`config.mk`:
```
export PLATFORM = sky130hd
export DESIGN_NAME = apb_adv_timer_input_stage
export DESIGN_NICKNAME = d
export VERILOG_FILES = /design/src/rtl/apb_adv_timer_input_pkg.sv /design/src/rtl/apb_adv_timer_input_ch.sv /design/src/rtl/apb_adv_timer_input_stage.sv
export SDC_FILE = /design/constraint.sdc
export NUM_CORES = 1
export LEC_CHECK = 0
export CAP_MARGIN = 15
export CORE_MARGIN = 2
export CORE_UTILIZATION = 53
export DETAILED_ROUTE_END_ITERATION = 16
export PLACE_DENSITY = 0.92
export REMOVE_ABC_BUFFERS = 1
export SLEW_MARGIN = 20
export SYNTH_ARGS = -nofsm -noshare
export SYNTH_HDL_FRONTEND = slang
export SYNTH_SLANG_ARGS = --single-unit
```
`constraint.sdc`:
```
create_clock -name HCLK -period 5.02 [get_ports HCLK]
set_clock_uncertainty 0.05 [all_clocks]
set_input_delay 0.753 -clock HCLK [delete_from_list [all_inputs] [get_ports HCLK]]
set_output_delay 0.753 -clock HCLK [all_outputs]
set_load 0.02 [all_outputs]
```
`src/rtl/apb_adv_timer_input_pkg.sv`:
```
// apb_adv_timer_input_pkg: detect modes and shared widths for the timer external-signal input stage.
package apb_adv_timer_input_pkg;
  localparam int NUM_EXT_DEF = 32;
  localparam int SEL_W = $clog2(NUM_EXT_DEF);
  typedef enum logic [2:0] {
    RISE = 3'd0,
    FALL = 3'd1,
    BOTH = 3'd2,
    HIGH = 3'd3,
    LOW  = 3'd4
  } adv_timer_in_mode_t;
  localparam logic [2:0] MODE_RSVD_LO = 3'd5;
  function automatic logic mode_reserved(input logic [2:0] m);
    return m >= MODE_RSVD_LO;
  endfunction
endpackage

```
`src/rtl/apb_adv_timer_input_ch.sv`:
```
// apb_adv_timer_input_ch: one channel - bit select, edge/level detect, config-change guard, event counter.
module apb_adv_timer_input_ch
  import apb_adv_timer_input_pkg::*;
#(
  parameter int NUM_EXT = 32,
  parameter int CNT_W   = 16
) (
  input  logic               HCLK,
  input  logic               HRESETn,
  input  logic [NUM_EXT-1:0] sync_i,
  input  logic               en_i,
  input  logic [SEL_W-1:0]   sel_i,
  input  logic [2:0]         mode_i,
  input  logic               clr_i,
  output logic               evt_o,
  output logic [CNT_W-1:0]   cnt_o,
  output logic               ovf_o
);
  logic s, chg, det, hit;
  logic p_q, p_d, evt_q, evt_d, ovf_q, ovf_d;
  logic [SEL_W-1:0] sel_q, sel_d;
  logic [2:0] mode_q, mode_d;
  logic [CNT_W-1:0] cnt_q, cnt_d;
  assign s = sync_i[sel_i];
  always_comb begin
    chg = (sel_i != sel_q) || (mode_i != mode_q);
    det = (mode_i == RISE) ? (s & ~p_q) :
          (mode_i == FALL) ? (~s & p_q) :
          (mode_i == BOTH) ? (s ^ p_q) :
          (mode_i == HIGH) ? s :
          (mode_i == LOW)  ? ~s : 1'b0;
    hit = en_i && !chg && !mode_reserved(mode_i) && det;
    p_d = s;
    sel_d = sel_i;
    mode_d = mode_i;
    evt_d = hit;
    // clear wins over a same-cycle increment; the pulse itself still goes out
    cnt_d = clr_i ? '0 : hit ? cnt_q + 1'b1 : cnt_q;
    ovf_d = !clr_i && (ovf_q || (hit && &cnt_q));
  end
  always_ff @(posedge HCLK or negedge HRESETn) begin
    if (!HRESETn) begin
      p_q    <= 1'b0;
      sel_q  <= '0;
      mode_q <= '0;
      evt_q  <= 1'b0;
      cnt_q  <= '0;
      ovf_q  <= 1'b0;
    end else begin
      p_q    <= p_d;
      sel_q  <= sel_d;
      mode_q <= mode_d;
      evt_q  <= evt_d;
      cnt_q  <= cnt_d;
      ovf_q  <= ovf_d;
    end
  end
  assign evt_o = evt_q;
  assign cnt_o = cnt_q;
  assign ovf_o = ovf_q;
endmodule

```
`src/rtl/apb_adv_timer_input_stage.sv`:
```
// apb_adv_timer_input_stage: shared synchronizer for ext_sig_i feeding NUM_CH independent event channels.
module apb_adv_timer_input_stage
  import apb_adv_timer_input_pkg::*;
#(
  parameter int NUM_CH      = 4,
  parameter int NUM_EXT     = 32,
  parameter int SYNC_STAGES = 2,
  parameter int CNT_W       = 16
) (
  input  logic                    HCLK,
  input  logic                    HRESETn,
  input  logic [NUM_EXT-1:0]      ext_sig_i,
  input  logic                    dft_cg_enable_i,
  input  logic [NUM_CH-1:0]       cfg_en_i,
  input  logic [NUM_CH*SEL_W-1:0] cfg_sel_i,
  input  logic [NUM_CH*3-1:0]     cfg_mode_i,
  input  logic [NUM_CH-1:0]       cfg_clr_i,
  output logic [NUM_CH-1:0]       evt_o,
  output logic [NUM_CH*CNT_W-1:0] evt_cnt_o,
  output logic [NUM_CH-1:0]       evt_ovf_o
);
  if (SYNC_STAGES < 2 || SYNC_STAGES > 4) begin : g_bad_sync
    $error("SYNC_STAGES must be 2..4");
  end
  logic [SYNC_STAGES-1:0][NUM_EXT-1:0] sync_q, sync_d;
  always_comb sync_d = {sync_q[SYNC_STAGES-2:0], ext_sig_i};
  always_ff @(posedge HCLK or negedge HRESETn) begin
    if (!HRESETn) sync_q <= '0;
    else sync_q <= sync_d;
  end
  for (genvar c = 0; c < NUM_CH; c++) begin : g_ch
    apb_adv_timer_input_ch #(.NUM_EXT(NUM_EXT), .CNT_W(CNT_W)) u_ch (
      .HCLK   (HCLK),
      .HRESETn(HRESETn),
      .sync_i (sync_q[SYNC_STAGES-1]),
      .en_i   (cfg_en_i[c] | dft_cg_enable_i),
      .sel_i  (cfg_sel_i[c*SEL_W +: SEL_W]),
      .mode_i (cfg_mode_i[c*3 +: 3]),
      .clr_i  (cfg_clr_i[c]),
      .evt_o  (evt_o[c]),
      .cnt_o  (evt_cnt_o[c*CNT_W +: CNT_W]),
      .ovf_o  (evt_ovf_o[c])
    );
  end
endmodule
```
* Yosys cells after proc, flatten, opt, wreduce, memory -nomap -nowiden
Index checks and enable logic that the tools add are counted.
Operators by class: $add $sub $neg 4, muxes and demuxes 36, equal/unequal tests 24, reduce and logical (&&, ||, !) cells 52, $lt $le $gt $ge 8, bitwise logic cells 24
Operators by type and width (count):
- $mux W16 | 8
- $add A16 B1 Y16 const B | 4
- $reduce_and A16 Y1 | 4
- $eq A3 B2 Y1 const B | 8
- $lt A5 B6 Y1 const B | 4
- $mux W1 | 24
- $bmux W1 S5 | 4
- $logic_and A1 B1 Y1 | 20
- $ne A5 B5 Y1 | 4
- $eq A3 B1 Y1 const B | 4
- $eq A3 B3 Y1 const B | 4
- $ge A3 B3 Y1 const B | 4
- $logic_not A1 Y1 | 12
- $logic_not A3 Y1 | 4
- $ne A3 B3 Y1 | 4
- $and A1 B1 Y1 | 8
- $logic_or A1 B1 Y1 | 8
- $not A1 Y1 | 8
- $reduce_bool A2 Y1 | 4
- $or A1 B1 Y1 | 4
- $xor A1 B1 Y1 | 4
Word-level totals: register bits after elaboration 172

* Depth between registers and ports, before layout
depth in word-level cells 12, mapped depth 15, depth with buffers taken out 12

* Cells and area by module
A second synthesis with hierarchy kept.
Unflattened totals: cells, all modules 776, area, all modules 8886.0 µm²
Modules (own cells, without submodules):
- apb_adv_timer_input_ch (g_ch[0].u_ch ...) | instances 3, area each 1762.9 µm², cells an instance 171
- apb_adv_timer_input_ch (g_ch[2].u_ch) | instances 1, area each 1970.6 µm², cells an instance 195
- apb_adv_timer_input_stage | instances 1, area each 1626.6 µm², cells an instance 68

* Worst setup path after synthesis
Ideal clock, no wire load.
path kind input port to flip-flop, from input cfg_sel_i[15], to register g_ch[3].u_ch.ovf_q, library setup time 78 ps, stages on the path 13, data arrival time 4257 ps, slack 635 ps, cell sequence clkbuf_1 -> mux4_2 -> mux4_2 -> mux2i_1 -> ha_1 -> nor2b_1 -> o21ai_0 -> nand4_1 -> nor3_1 -> nand2_1 -> clkbuf_1 -> or3_1 -> a21oi_1
On the way: longest elaborated chain between the ends 12, elaborated cells between the ends (all ways) 20, those cells by class 1 x eq/ne; 7 x mux; 4 x bitwise; 8 x reduce/logical
RTL lines:
- start: declaration | line apb_adv_timer_input_stage.sv:15 | input logic [NUM_CH*SEL_W-1:0] cfg_sel_i,
- $bmux W1 S5 | line apb_adv_timer_input_ch.sv:24 | assign s = sync_i[sel_i];
- $mux W1 (implied by the code) | line apb_adv_timer_input_ch.sv:24
- $not A1 Y1 | line apb_adv_timer_input_ch.sv:28, apb_adv_timer_input_ch.sv:31
- $mux W1 | line apb_adv_timer_input_ch.sv:31 | (mode_i == LOW) ? ~s : 1'b0;
- $mux W1 | line apb_adv_timer_input_ch.sv:30 | (mode_i == HIGH) ? s :
- $mux W1 | line apb_adv_timer_input_ch.sv:29 | (mode_i == BOTH) ? (s ^ p_q) :
- $mux W1 | line apb_adv_timer_input_ch.sv:28 | (mode_i == FALL) ? (~s & p_q) :
- $mux W1 | line apb_adv_timer_input_ch.sv:27 | det = (mode_i == RISE) ? (s & ~p_q) :
- $logic_and A1 B1 Y1 (*) | line apb_adv_timer_input_ch.sv:32 | hit = en_i && !chg && !mode_reserved(mode_i) && det;
- $logic_and A1 B1 Y1 (*) | line apb_adv_timer_input_ch.sv:39 | ovf_d = !clr_i && (ovf_q || (hit && &cnt_q));
- $logic_or A1 B1 Y1 (*) | line apb_adv_timer_input_ch.sv:39
- $logic_and A1 B1 Y1 (*) | line apb_adv_timer_input_ch.sv:39
- net g_ch[3].u_ch.ovf_d | line apb_adv_timer_input_ch.sv:20 | logic p_q, p_d, evt_q, evt_d, ovf_q, ovf_d;
- end signal: assignment | line apb_adv_timer_input_ch.sv:55 | ovf_q <= ovf_d;
- end: declaration | line apb_adv_timer_input_ch.sv:20
The timed path passes the listed nets; every way through them passes the cells marked *. The select of a mux whose other input is x is not followed. A chain may end at the register's enable or synchronous reset.

* Worst setup path in the final report
from input cfg_sel_i[1], to register g_ch[0].u_ch.cnt_q[15]
On the way: longest elaborated chain between the ends 10, elaborated cells between the ends (all ways) 18, those cells by class 1 x eq/ne; 7 x mux; 4 x bitwise; 6 x reduce/logical
RTL lines:
- $bmux W1 S5 | line apb_adv_timer_input_ch.sv:24
- $mux W1 (implied by the code) | line apb_adv_timer_input_ch.sv:24
- $not A1 Y1 | line apb_adv_timer_input_ch.sv:28, apb_adv_timer_input_ch.sv:31
- $mux W1 | line apb_adv_timer_input_ch.sv:31
- $mux W1 | line apb_adv_timer_input_ch.sv:30
- $mux W1 | line apb_adv_timer_input_ch.sv:29
- $mux W1 | line apb_adv_timer_input_ch.sv:28
- $mux W1 | line apb_adv_timer_input_ch.sv:27
- $logic_and A1 B1 Y1 (*) | line apb_adv_timer_input_ch.sv:32
- $reduce_bool A2 Y1 (no source line) (*)
- end signal: assignment | line apb_adv_timer_input_ch.sv:54 | cnt_q <= cnt_d;
- end: declaration | line apb_adv_timer_input_ch.sv:23 | logic [CNT_W-1:0] cnt_q, cnt_d;
Mark *: on every way between the ends. The rest lies on a longest branch, timed or not. The select of a mux whose other input is x is not followed.

==> metrics.txt <==
outcome=complete, no violations; most frequent cells after synthesis=dfrtp_1 (172), a21oi_1 (45), nor2_1 (40); Core Box Area=14600 um2; top post-synthesis cells by area=dfrtp_1 (54%), mux4_2 (10%), xnor2_1 (3.3%); Worst EP required=5.32 ns; #FFs+latches synth=172; Netlist cell types=50; Slew headroom=54.1%; Post-route DRC=0; Synth warnings=0; LEAKAGE=4.12 nW; Main synth FF type=dfrtp_1; RSZ-0062 raised after global routing=no; reg2reg path depth=10; Avg Cell Area, Syn=11.8 um2; CP max stage delay=0.64 ns; fmax=224 MHz; CTS tree=done; Gate power share=9.4%; VDD IR max=223 uV; DRT Pass-1 Iters=5; clock-pin slew on the worst setup and hold paths=0.08 ns; delay-heaviest family, CP=multiplexers; Starting Density=54.4%; postcts setup bufs=0; Levels on crit path=12; Placer Congestion=0.930; setup slack after layout=0.558 ns; Buf/Inv on CP=2; Async SR Flop Fraction=100%; initial antenna violation count=0; Clk Latency, worst-skew pair=0.43 ns; clock network fraction of total power=42.5%; Post-Place Cells=983; Clock Sinks=172; total track usage=23.0%; hpwl dp=12800 um; FF+latch area=4300 um2; sequential share of the synthesized area=54.2%; via count=5946; wire length per cell=17.6 um; switching power=0.000789 W; most frequent cell after synthesis=dfrtp_1; Post-Route WL=17900 um; Syn Std Cell Area=7940 um2; final antenna-violating net count=0; Synth Instances=675; hold slack=0.281 ns; final hold vios=0; nets@finish=905; critical path's slowest cell=or4_1; pre-CTS setup slack=0.189 ns; CTS Root Cell=clkbuf_16; global-route wire length before repair=29100 um; crit start category=input pin; vias in the first global route=5690; area occupied by multi-input gates=3340 um2; final cell count without fillers=1015; Seq pwr share=48.1%; worst path arrival time=4.76 ns; First DRT Iteration DRCs=514; Die W=126 um; min Tclk post-route=4.46 ns; Power Density=299 nW/um2; CTS Hold Bufs=0; endpoints failing setup=0; # IOs=147; worst min path class=in -> async; global route overflow=0; clock tree buffer depth=2; layout cells sized above 1=11.1%; H-Tree Depth=4; PostCTS Resize Cnt=0; final worst path period share=88.9%; maxcap violations=0; Filler cells=984; site row count=44; Via density=5.86; Synth area leader=dfrtp_1; Pint=0.00225 W; Antenna diodes=0; I/O Buffers=146; crit path cell chain=clkdlybuf4s50_1 -> buf_4 -> mux4_2 -> mux4_2 -> mux2i_4 -> ha_1 -> o22a_1 -> o21ai_0 -> nand4_1 -> or4_1 -> or4_1 -> a21oi_1; pins over their slew limit=0; largest net degree at the start of global routing=81; sw frac=26.0%; Die ar.=16000 um2; Synth-to-Final Area Change=28.1%; Worst Max-Slew Pin Slew=0.689 ns; die height=126 um; CTS buffer count=17; share of the synthesized area in the top cell type=54.2%; CP Capture Type=register; CP max FO=9; Crit Path Class=in -> reg; EDFF count, synth=0
==> sequential cells by signal, summed over array words and instances (netlist names) <==
signal,cells
sync_d,32
g_ch.u_ch.evt_o,4
g_ch.u_ch.cnt_o,64
g_ch.u_ch.sel_q,20
g_ch.u_ch.ovf_o,4
g_ch.u_ch.p_q,4
g_ch.u_ch.mode_q,12
sync_q,32
==> stage by stage <==
| step | power [W] | util (%) | area (um2) | TNS, ns |
|---|---|---|---|---|
| floorplan | 0.00160 | - | 7770 | -27.83 |
| global placement | 0.00176 | 65.6 | 9570 | 0 |
| detailed placement | 0.00177 | 65.6 | 9570 | 0 |
| CTS | 0.00306 | 69.7 | 10200 | 0 |
| global route | 0.00315 | 69.7 | 10200 | 0 |
| finish | 0.00304 | 69.7 | 10200 | 0 |
==> kinds of logic (layout without fill, tap and decap cells) <==
family,Yosys count,in the layout,synth area share [%]
AO/OA/AOI/OAI,115,115,9.14
XOR/XNOR,42,42,4.63
adder cells (fa/ha/maj),12,12,1.89
buffers and inverters,72,228,3.83
flip-flops,172,172,54.2
multiplexers,51,51,12.3
AND/OR/NAND/NOR,211,211,14.0
==> final timing paths <==
path / from / end / slack [ns]
worst min-delay path: HRESETn / g_ch[0].u_ch.cnt_o[13] / 0.28
worst max-delay path: cfg_sel_i[1] / g_ch[0].u_ch.cnt_o[15] / 0.56
max in group asynchronous: HRESETn / g_ch[1].u_ch.cnt_o[6] / 3.54
worst max register to register: sync_q[52] / g_ch[0].u_ch.cnt_o[15] / 1.11
min in group HCLK: sync_d[63] / sync_q[63] / 0.30
worst min register to register: sync_d[63] / sync_q[63] / 0.30
==> per-layer routing <==
layer  global-route usage [%]  vias to the layer above  wire length, um
met5                        0                        -                0
met4                     9.89                        0              527
met3                     6.24                       49             1130
met2                     36.8                      232             8830
li1                         -                     2750                -
met1                     29.7                     2915             7430
==> final cells by class <==
type / count / share of cell area, %
Multi-Input combinational cell: 431 / 32.8
Clock inverter: 15 / 1.70
Clock buffer: 17 / 4.18
Sequential cell: 172 / 42.3
Timing Repair Buffer: 159 / 15.3
Inverter: 37 / 1.37
Tap cell: 184 / 2.26
==> cells in the final DEF (no fill, tap or decap), types with 18 or more instances in the layout <==
master / count
mux4_2: 36
dfrtp_1: 172
nor2_1: 40
inv_1: 37
o21ai_0: 22
xnor2_1: 30
and3_1: 18
nand3_1: 27
or3_1: 20
nand2_1: 32
a21oi_1: 45
clkdlybuf4s50_1: 145
==> worst register-to-register path: stages (launching register included) <==
cell and delay [ns]:
dfrtp_1 0.47, mux4_2 0.54, mux4_2 0.53, mux2i_4 0.23, ha_1 0.27, o22a_1 0.15
o21ai_0 0.14, nand4_1 0.15, or4_1 0.64, or4_1 0.53, a21oi_1 0.15
==> power by group through the flow <==
stage	combinational, W	clock (W)	sequential [W]
after floorplan	0.000128	0	0.00147
after global placement	0.000274	0	0.00148
after detailed placement	0.000283	0	0.00149
after CTS	0.000287	0.00131	0.00146
after global routing	0.000312	0.00137	0.00147
final	0.000286	0.00129	0.00146
(Power assumes the default switching activity.)
